<file path="config.mk">
export PLATFORM = sky130hd
export DESIGN_NAME = axi4_spi_bridge_rr
export DESIGN_NICKNAME = d
export VERILOG_FILES = /design/src/rtl/axi4_spi_bridge_rr.sv
export SDC_FILE = /design/constraint.sdc
export NUM_CORES = 1
export LEC_CHECK = 0
export ABC_AREA = 0
export CAP_MARGIN = 10
export CORE_MARGIN = 1.5
export CORE_UTILIZATION = 42
export DETAILED_ROUTE_END_ITERATION = 7
export GPL_ROUTABILITY_DRIVEN = 0
export GPL_TIMING_DRIVEN = 0
export PLACE_DENSITY = 0.77
export SLEW_MARGIN = 10
export SYNTH_ARGS = -nofsm -noshare
export SYNTH_HDL_FRONTEND = slang
export SYNTH_SLANG_ARGS = --single-unit
</file>
<file path="constraint.sdc">
create_clock -name m_clk -period 2.5 [get_ports m_clk]
set_clock_uncertainty 0.2 [all_clocks]
set_input_delay 0.25 -clock m_clk [delete_from_list [all_inputs] [get_ports m_clk]]
set_output_delay 0.25 -clock m_clk [all_outputs]
set_load 0.005 [all_outputs]
</file>
<file path="src/rtl/axi4_spi_bridge_rr.sv">
// axi4_spi_bridge_rr: single-clock AXI4 slave that turns INCR/FIXED bursts into
// single-beat SPI controller requests. It decodes an address window, times out
// stalled accesses, arbitrates AW/AR round-robin and merges B responses worst-case.
module axi4_spi_bridge_rr #(
  parameter int                    DATA_WIDTH     = 32,
  parameter int                    ADDR_WIDTH     = 32,
  parameter int                    ID_WIDTH       = 4,
  parameter logic [ADDR_WIDTH-1:0] BASE_ADDR      = 32'h0000_0000,
  parameter logic [ADDR_WIDTH-1:0] ADDR_SPAN      = 32'h0001_0000,
  parameter int                    TIMEOUT_CYCLES = 1024,
  parameter int                    TO_WIDTH       = 16
) (
  input  logic                    m_clk,
  input  logic                    m_rst,
  // write address channel
  input  logic [ADDR_WIDTH-1:0]   m_aw_addr,
  input  logic [ID_WIDTH-1:0]     m_aw_id,
  input  logic [7:0]              m_aw_len,
  input  logic [1:0]              m_aw_burst,
  input  logic                    m_aw_valid,
  output logic                    m_aw_ready,
  // write data channel
  input  logic [DATA_WIDTH-1:0]   m_w_data,
  input  logic [DATA_WIDTH/8-1:0] m_w_strb,
  input  logic                    m_w_last,
  input  logic                    m_w_valid,
  output logic                    m_w_ready,
  // write response channel
  output logic [ID_WIDTH-1:0]     m_b_id,
  output logic [1:0]              m_b_resp,
  output logic                    m_b_valid,
  input  logic                    m_b_ready,
  // read address channel
  input  logic [ADDR_WIDTH-1:0]   m_ar_addr,
  input  logic [ID_WIDTH-1:0]     m_ar_id,
  input  logic [7:0]              m_ar_len,
  input  logic [1:0]              m_ar_burst,
  input  logic                    m_ar_valid,
  output logic                    m_ar_ready,
  // read data channel
  output logic [DATA_WIDTH-1:0]   m_r_data,
  output logic [ID_WIDTH-1:0]     m_r_id,
  output logic [1:0]              m_r_resp,
  output logic                    m_r_last,
  output logic                    m_r_valid,
  input  logic                    m_r_ready,
  // SPI controller request interface
  output logic [ADDR_WIDTH-1:0]   spi_addr,
  output logic [DATA_WIDTH-1:0]   spi_wr_data,
  output logic [DATA_WIDTH/8-1:0] spi_wr_strb,
  output logic                    spi_wr_valid,
  output logic                    spi_rd_valid,
  input  logic                    spi_ready,
  input  logic [DATA_WIDTH-1:0]   spi_rd_data,
  input  logic                    spi_rd_done,
  input  logic                    spi_wr_done,
  input  logic [1:0]              spi_resp
);

  localparam int BYTES = DATA_WIDTH / 8;

  localparam logic [1:0] RESP_OKAY   = 2'b00;
  localparam logic [1:0] RESP_SLVERR = 2'b10;
  localparam logic [1:0] RESP_DECERR = 2'b11;
  localparam logic [1:0] BURST_FIXED = 2'b00;

  // Window bounds carry one extra bit so BASE_ADDR+ADDR_SPAN may reach 2^ADDR_WIDTH.
  localparam logic [ADDR_WIDTH:0] WIN_LO = {1'b0, BASE_ADDR};
  localparam logic [ADDR_WIDTH:0] WIN_HI = {1'b0, BASE_ADDR} + {1'b0, ADDR_SPAN};

  localparam logic [TO_WIDTH-1:0] TO_LAST =
    TO_WIDTH'((TIMEOUT_CYCLES > 0) ? (TIMEOUT_CYCLES - 1) : 0);

  typedef enum logic [2:0] {
    IDLE    = 3'd0,
    W_GET   = 3'd1,
    W_REQ   = 3'd2,
    W_DRAIN = 3'd3,
    B_RESP  = 3'd4,
    R_REQ   = 3'd5,
    R_RESP  = 3'd6
  } state_e;

  // Worse of two AXI responses; the encoding orders them by severity.
  function automatic logic [1:0] resp_max(input logic [1:0] a, input logic [1:0] b);
    return (a > b) ? a : b;
  endfunction

  // Burst-level error for a start address: unsupported burst types win over decode misses.
  function automatic logic [1:0] decode_resp(input logic [ADDR_WIDTH-1:0] addr,
                                             input logic [1:0]            burst);
    logic [ADDR_WIDTH:0] a_ext;
    a_ext = {1'b0, addr};
    if (burst[1]) begin
      return RESP_SLVERR;
    end else if ((a_ext < WIN_LO) || (a_ext >= WIN_HI)) begin
      return RESP_DECERR;
    end else begin
      return RESP_OKAY;
    end
  endfunction

  state_e                  state_r;
  state_e                  state_nxt_s;
  logic [ADDR_WIDTH-1:0]   addr_r;
  logic [ID_WIDTH-1:0]     id_r;
  logic [7:0]              len_r;
  logic [1:0]              burst_r;
  logic [7:0]              beat_r;
  logic [1:0]              err_r;
  logic [1:0]              bresp_acc_r;
  logic                    w_last_r;
  logic [TO_WIDTH-1:0]     to_cnt_r;
  logic                    last_wr_r;

  logic                    grant_wr_s;
  logic                    aw_hs_s;
  logic                    ar_hs_s;
  logic                    w_hs_s;
  logic                    b_hs_s;
  logic                    r_hs_s;
  logic [1:0]              aw_dec_s;
  logic [1:0]              ar_dec_s;
  logic [ADDR_WIDTH-1:0]   beat_addr_s;
  logic                    to_fire_s;
  logic                    wr_fin_s;
  logic                    rd_fin_s;
  logic                    beat_last_s;
  logic [1:0]              wr_resp_s;

  assign grant_wr_s  = m_aw_valid && (!m_ar_valid || !last_wr_r);
  assign aw_hs_s     = m_aw_valid && m_aw_ready;
  assign ar_hs_s     = m_ar_valid && m_ar_ready;
  assign w_hs_s      = m_w_valid && m_w_ready;
  assign b_hs_s      = m_b_valid && m_b_ready;
  assign r_hs_s      = m_r_valid && m_r_ready;
  assign aw_dec_s    = decode_resp(m_aw_addr, m_aw_burst);
  assign ar_dec_s    = decode_resp(m_ar_addr, m_ar_burst);
  assign beat_addr_s = (burst_r == BURST_FIXED) ? addr_r
                     : addr_r + (ADDR_WIDTH'(beat_r) * ADDR_WIDTH'(BYTES));
  assign to_fire_s   = (TIMEOUT_CYCLES != 0) && (to_cnt_r == TO_LAST);
  assign wr_fin_s    = (state_r == W_REQ) && spi_wr_valid && (spi_wr_done || to_fire_s);
  assign rd_fin_s    = (state_r == R_REQ) && spi_rd_valid && (spi_rd_done || to_fire_s);
  assign beat_last_s = (beat_r == len_r);
  // A done in the timeout cycle counts as done.
  assign wr_resp_s   = resp_max(bresp_acc_r, spi_wr_done ? spi_resp : RESP_SLVERR);

  // State register with synchronous reset.
  always_ff @(posedge m_clk) begin
    if (m_rst) begin
      state_r <= IDLE;
    end else begin
      state_r <= state_nxt_s;
    end
  end

  // Next-state logic.
  always_comb begin
    state_nxt_s = state_r;
    case (state_r)
      IDLE: begin
        if (aw_hs_s) begin
          state_nxt_s = (aw_dec_s != RESP_OKAY) ? W_DRAIN : W_GET;
        end else if (ar_hs_s) begin
          state_nxt_s = R_REQ;
        end else begin
          state_nxt_s = IDLE;
        end
      end
      W_GET: begin
        if (w_hs_s) begin
          state_nxt_s = W_REQ;
        end else begin
          state_nxt_s = W_GET;
        end
      end
      W_REQ: begin
        if (wr_fin_s) begin
          state_nxt_s = (w_last_r || beat_last_s) ? B_RESP : W_GET;
        end else begin
          state_nxt_s = W_REQ;
        end
      end
      W_DRAIN: begin
        if (w_hs_s && m_w_last) begin
          state_nxt_s = B_RESP;
        end else begin
          state_nxt_s = W_DRAIN;
        end
      end
      B_RESP: begin
        if (b_hs_s) begin
          state_nxt_s = IDLE;
        end else begin
          state_nxt_s = B_RESP;
        end
      end
      R_REQ: begin
        if ((err_r != RESP_OKAY) || rd_fin_s) begin
          state_nxt_s = R_RESP;
        end else begin
          state_nxt_s = R_REQ;
        end
      end
      R_RESP: begin
        if (r_hs_s) begin
          state_nxt_s = beat_last_s ? IDLE : R_REQ;
        end else begin
          state_nxt_s = R_RESP;
        end
      end
      default: state_nxt_s = IDLE;
    endcase
  end

  // Combinational ready outputs; forced low while reset is asserted.
  always_comb begin
    m_aw_ready = 1'b0;
    m_ar_ready = 1'b0;
    m_w_ready  = 1'b0;
    if (m_rst) begin
      m_aw_ready = 1'b0;
    end else begin
      case (state_r)
        IDLE: begin
          m_aw_ready = m_aw_valid && grant_wr_s;
          m_ar_ready = m_ar_valid && !grant_wr_s;
        end
        W_GET:   m_w_ready = spi_ready;
        W_DRAIN: m_w_ready = 1'b1;
        default: m_w_ready = 1'b0;
      endcase
    end
  end

  // Burst context, SPI request and AXI response registers.
  always_ff @(posedge m_clk) begin
    if (m_rst) begin
      addr_r       <= '0;
      id_r         <= '0;
      len_r        <= 8'd0;
      burst_r      <= 2'b00;
      beat_r       <= 8'd0;
      err_r        <= RESP_OKAY;
      bresp_acc_r  <= RESP_OKAY;
      w_last_r     <= 1'b0;
      to_cnt_r     <= '0;
      last_wr_r    <= 1'b0;
      spi_addr     <= '0;
      spi_wr_data  <= '0;
      spi_wr_strb  <= '0;
      spi_wr_valid <= 1'b0;
      spi_rd_valid <= 1'b0;
      m_b_id       <= '0;
      m_b_resp     <= 2'b00;
      m_b_valid    <= 1'b0;
      m_r_data     <= '0;
      m_r_id       <= '0;
      m_r_resp     <= 2'b00;
      m_r_last     <= 1'b0;
      m_r_valid    <= 1'b0;
    end else begin
      case (state_r)
        IDLE: begin
          if (aw_hs_s) begin
            addr_r      <= m_aw_addr;
            id_r        <= m_aw_id;
            len_r       <= m_aw_len;
            burst_r     <= m_aw_burst;
            beat_r      <= 8'd0;
            err_r       <= aw_dec_s;
            bresp_acc_r <= aw_dec_s;
            last_wr_r   <= 1'b1;
          end else if (ar_hs_s) begin
            addr_r      <= m_ar_addr;
            id_r        <= m_ar_id;
            len_r       <= m_ar_len;
            burst_r     <= m_ar_burst;
            beat_r      <= 8'd0;
            err_r       <= ar_dec_s;
            last_wr_r   <= 1'b0;
          end
        end
        W_GET: begin
          if (w_hs_s) begin
            spi_wr_data  <= m_w_data;
            spi_wr_strb  <= m_w_strb;
            spi_addr     <= beat_addr_s;
            spi_wr_valid <= 1'b1;
            w_last_r     <= m_w_last;
            to_cnt_r     <= '0;
          end
        end
        W_REQ: begin
          if (wr_fin_s) begin
            spi_wr_valid <= 1'b0;
            bresp_acc_r  <= wr_resp_s;
            if (w_last_r || beat_last_s) begin
              m_b_valid <= 1'b1;
              m_b_id    <= id_r;
              m_b_resp  <= wr_resp_s;
            end else begin
              beat_r <= beat_r + 8'd1;
            end
          end else begin
            to_cnt_r <= to_cnt_r + TO_WIDTH'(1'b1);
          end
        end
        W_DRAIN: begin
          if (w_hs_s && m_w_last) begin
            m_b_valid <= 1'b1;
            m_b_id    <= id_r;
            m_b_resp  <= bresp_acc_r;
          end
        end
        B_RESP: begin
          if (b_hs_s) begin
            m_b_valid <= 1'b0;
          end
        end
        R_REQ: begin
          if (err_r != RESP_OKAY) begin
            m_r_valid <= 1'b1;
            m_r_data  <= '0;
            m_r_resp  <= err_r;
            m_r_last  <= beat_last_s;
            m_r_id    <= id_r;
          end else if (!spi_rd_valid) begin
            if (spi_ready) begin
              spi_rd_valid <= 1'b1;
              spi_addr     <= beat_addr_s;
              to_cnt_r     <= '0;
            end
          end else if (rd_fin_s) begin
            spi_rd_valid <= 1'b0;
            m_r_valid    <= 1'b1;
            m_r_data     <= spi_rd_done ? spi_rd_data : '0;
            m_r_resp     <= spi_rd_done ? spi_resp : RESP_SLVERR;
            m_r_last     <= beat_last_s;
            m_r_id       <= id_r;
          end else begin
            to_cnt_r <= to_cnt_r + TO_WIDTH'(1'b1);
          end
        end
        R_RESP: begin
          if (r_hs_s) begin
            m_r_valid <= 1'b0;
            if (!beat_last_s) begin
              beat_r <= beat_r + 8'd1;
            end
          end
        end
        default: begin
          spi_wr_valid <= 1'b0;
          spi_rd_valid <= 1'b0;
        end
      endcase
    end
  end

endmodule

</file>
==> flow_summary.yaml <==
route:
  vias_per_cell: 5.519
  drt-wirelength-per-cell_um: 17.97
  drt-total-wl_um: 31480
  drtIter0Drc: 633
  drcViolationCount: 0
  num_vias: 9670
  antenna_left: 0
  dr.pass1.iters: 6
layout:
  fin_area_um2: 13200
  final_net_count: 1651
  final_layout_size_suffix_gt1_frac: 0.07989
  area_growth_pct: 45.74
  diodes: 0
  post-route-util: 0.6261
  final-instance-count-excl-fill: 1752
  final.fill_count: 1836
timing:
  rsz0062_at_grt: "yes"
  tightest_slew_ps: 667.3
  drv_slew: 0
  period_share: 0.9698
  max_freq_mhz: 412.4
  finalSetupViolCount: 0
  slew_headroom: 0.5551
  setup_slack_ps: 75.43
  tns_ps: 0
  period_minus_slack_ps: 2425
  hold_violations: 0
power_and_ir_drop:
  power_density_nw_per_um2: 648.7
  ir_drop_mv: 0.4838
  cellLeakagePower_nw: 4.583
place:
  portBuffers: 292
  post-place-ws_ps: -488.1
  detailed_place_hpwl_um: 23820
  dp_cells: 1712
  placed_area_um2: 12330
global_route:
  grt_usage: 0.2751
  overflow: 0
  first_global_vias: 9227
  antenna_found_initial: 2
  grt_max_degree: 21
  grt_pass1_wl_um: 48270
cts:
  holdBufCountCts: 0
  clk_pin_slew_ps: 80
  clock-sinks: 196
  htree_levels: 4
  clock_latency_ps: 440
  root_buffer: "clkbuf_16"
  cts_tree: "built"
  cts.path.max_buffers: 2
  cts_inserted_buffers: 17
synthesis:
  syn-num-nets: 1332
  avgSynthCellArea_um2: 7.913
  yosys_warnings: 0
  synth_area_um2: 9060
  ys_seq_area_frac: 0.4331
  ys_async_sr_fraction: 0
  ys_types: 64
  synth_seq_cells: 196
  synthFlopType: "dfxtp_1"
  synthCells: 1145
  synth_edf_count: 0
floorplan:
  die_y_um: 149.9
  initial_core_util: 0.4296
  fp-row-count: 53
  coreArea_um2: 21090
  ios: 293
  die_w_um: 149.9
  dieArea_um2: 22460
critical_path:
  critPathBufInv: 3
  cpMaxStageDelayCell: "buf_2"
  critical-path-top-delay-family: "buffers and inverters"
  path_cells: "buf_4 > and2b_1 > o211ai_1 > and3_1 > buf_2 > buf_2 > o211ai_1 > o21ai_0 > nor2_1"
  rr_startpoint: "state_r[1]"
  cp-startpoint: "state_r[1]"
  required_ps: 2620
  critPathLaunchType: "flip-flop"
  slowest_delay_ps: 350
  end_kind: "flip-flop"
  cp_max_fo: 10
  worstSetupPathType: "reg2reg"
  cp.arrival_ps: 2540
hold_path:
  min_from: "m_w_data[16]"
  min_path_type: "in2reg"
run:
  drv_cap: 0
run_status:
  status: "complete, no violations"
[routing by layer]
layer,vias to the layer above,track usage,share of wire
met4,4,0.1147,0.037
met2,385,0.4443,0.48
met1,4502,0.3420,0.41
li1,4687,-,-
met3,92,0.07896,0.073
met5,-,0,0.00073
[what timing repair did]
action	CTS	global route
resized for setup	32	49
endpoints found under the setup margin	99	138
pin swaps	4	7
buffers inserted	4	6
[final timing paths]
| kind | to | slack [ps] | cells past startpoint |
|---|---|---|---|
| setup / recovery | spi_addr[6] | 80 | 9 |
| hold / removal | spi_wr_data[16] | 140 | 3 |
| setup reg to reg | spi_addr[6] | 80 | 9 |
| hold reg to reg | m_r_data[16] | 250 | 2 |
[registers in the layout, summed over array words and instances, names as in the netlist, 2 cells and up]
| signal | flops |
|---|---|
| m_b_resp | 2 |
| addr_r | 32 |
| burst_r | 2 |
| spi_wr_data | 32 |
| spi_wr_strb | 4 |
| m_r_resp | 2 |
| beat_r | 8 |
| m_r_id | 4 |
| m_b_id | 4 |
| err_r | 2 |
| to_cnt_r | 16 |
| id_r | 4 |
| bresp_acc_r | 2 |
| m_r_data | 32 |
| spi_addr | 32 |
| len_r | 8 |
| state_r | 3 |
[metrics by stage]
stage / hold WS [ps] / power, mW
floorplan: 186.0 / 4.802
global placement: 237.1 / 5.745
detailed placement: 242.7 / 5.784
CTS: 133.0 / 8.524
global route: 146.9 / 8.956
finish: 138.4 / 8.565
[cell type report]
| type | count | area (µm²) | share of cell area |
|---|---|---|---|
| multi-input cells | 848 | 4870 | 0.3688 |
| flip-flops and latches | 196 | 3943 | 0.2986 |
| repair buffers | 302 | 3008 | 0.2278 |
| clock buffers | 18 | 439.2 | 0.03326 |
| plain buffers | 79 | 372.9 | 0.02824 |
| well taps | 275 | 344.1 | 0.02606 |
| clock inverters | 14 | 152.6 | 0.01156 |
| inverters | 20 | 75.07 | 0.005686 |
[where the power goes]
group          switching (mW)  internal, mW  total [mW]
logic                    1.13         0.998        2.13
clock network            1.37          1.37        2.74
registers               0.273          3.42        3.69
total                    2.78          5.78        8.57
[worst register-to-register path: cells and delay by family, from the launching register on]
kind                   cells  cell delay [ps]
DFF                        1              310
AOI/OAI and AO/OA          3              500
and+or+nand+nor            3              530
buffers and inverters      3              770
[cells in the final DEF (no fill, tap or decap), drive strengths merged, types with 7 or more instances in the layout]
cell	instances
clkdlybuf4s50	290
a21oi	116
nand2	251
clkbuf	76
xor2	27
and3	12
ha	13
a211oi	20
o21ai	37
or4	9
o31ai	9
and2	7
a311oi	56
inv	28
nand3	57
or3	19
nor3	11
nand4	19
buf	31
nor4	13
nor2	109
dfxtp	196
mux2i	11
[cells by family (layout without fill, tap and decap cells)]
logic type / count (synthesis) / after routing / synth area share
simple gates: 525 / 525 / 0.2650
compound gates: 269 / 269 / 0.1960
flops: 196 / 196 / 0.4331
xor+xnor: 29 / 29 / 0.02804
buf+inv: 101 / 433 / 0.04557
mux: 11 / 11 / 0.01215
fa+ha+maj: 14 / 14 / 0.02016
[synthesized netlist by cell type, types with 5 or more instances]
| master | number | share of area |
|---|---|---|
| nand2_1 | 250 | 0.10 |
| dfxtp_1 | 196 | 0.43 |
| a21oi_1 | 115 | 0.064 |
| nor2_1 | 108 | 0.045 |
| clkbuf_1 | 63 | 0.026 |
| a311oi_1 | 56 | 0.054 |
| nand3_1 | 56 | 0.031 |
| xor2_1 | 27 | 0.026 |
| o21ai_0 | 23 | 0.013 |
| inv_1 | 19 | 0.0079 |
| nand4_1 | 19 | 0.013 |
| or3_1 | 19 | 0.013 |
| a211oi_1 | 18 | 0.015 |
| o21ai_1 | 14 | 0.0077 |
| ha_1 | 13 | 0.018 |
| and3_1 | 12 | 0.0083 |
| buf_2 | 12 | 0.0066 |
| mux2i_1 | 11 | 0.012 |
| nor3_1 | 11 | 0.0061 |
| nor4_1 | 11 | 0.0076 |
| o31ai_1 | 9 | 0.0075 |
| or4_1 | 9 | 0.0075 |
| and2_1 | 5 | 0.0035 |
(Power assumes the default switching activity.)
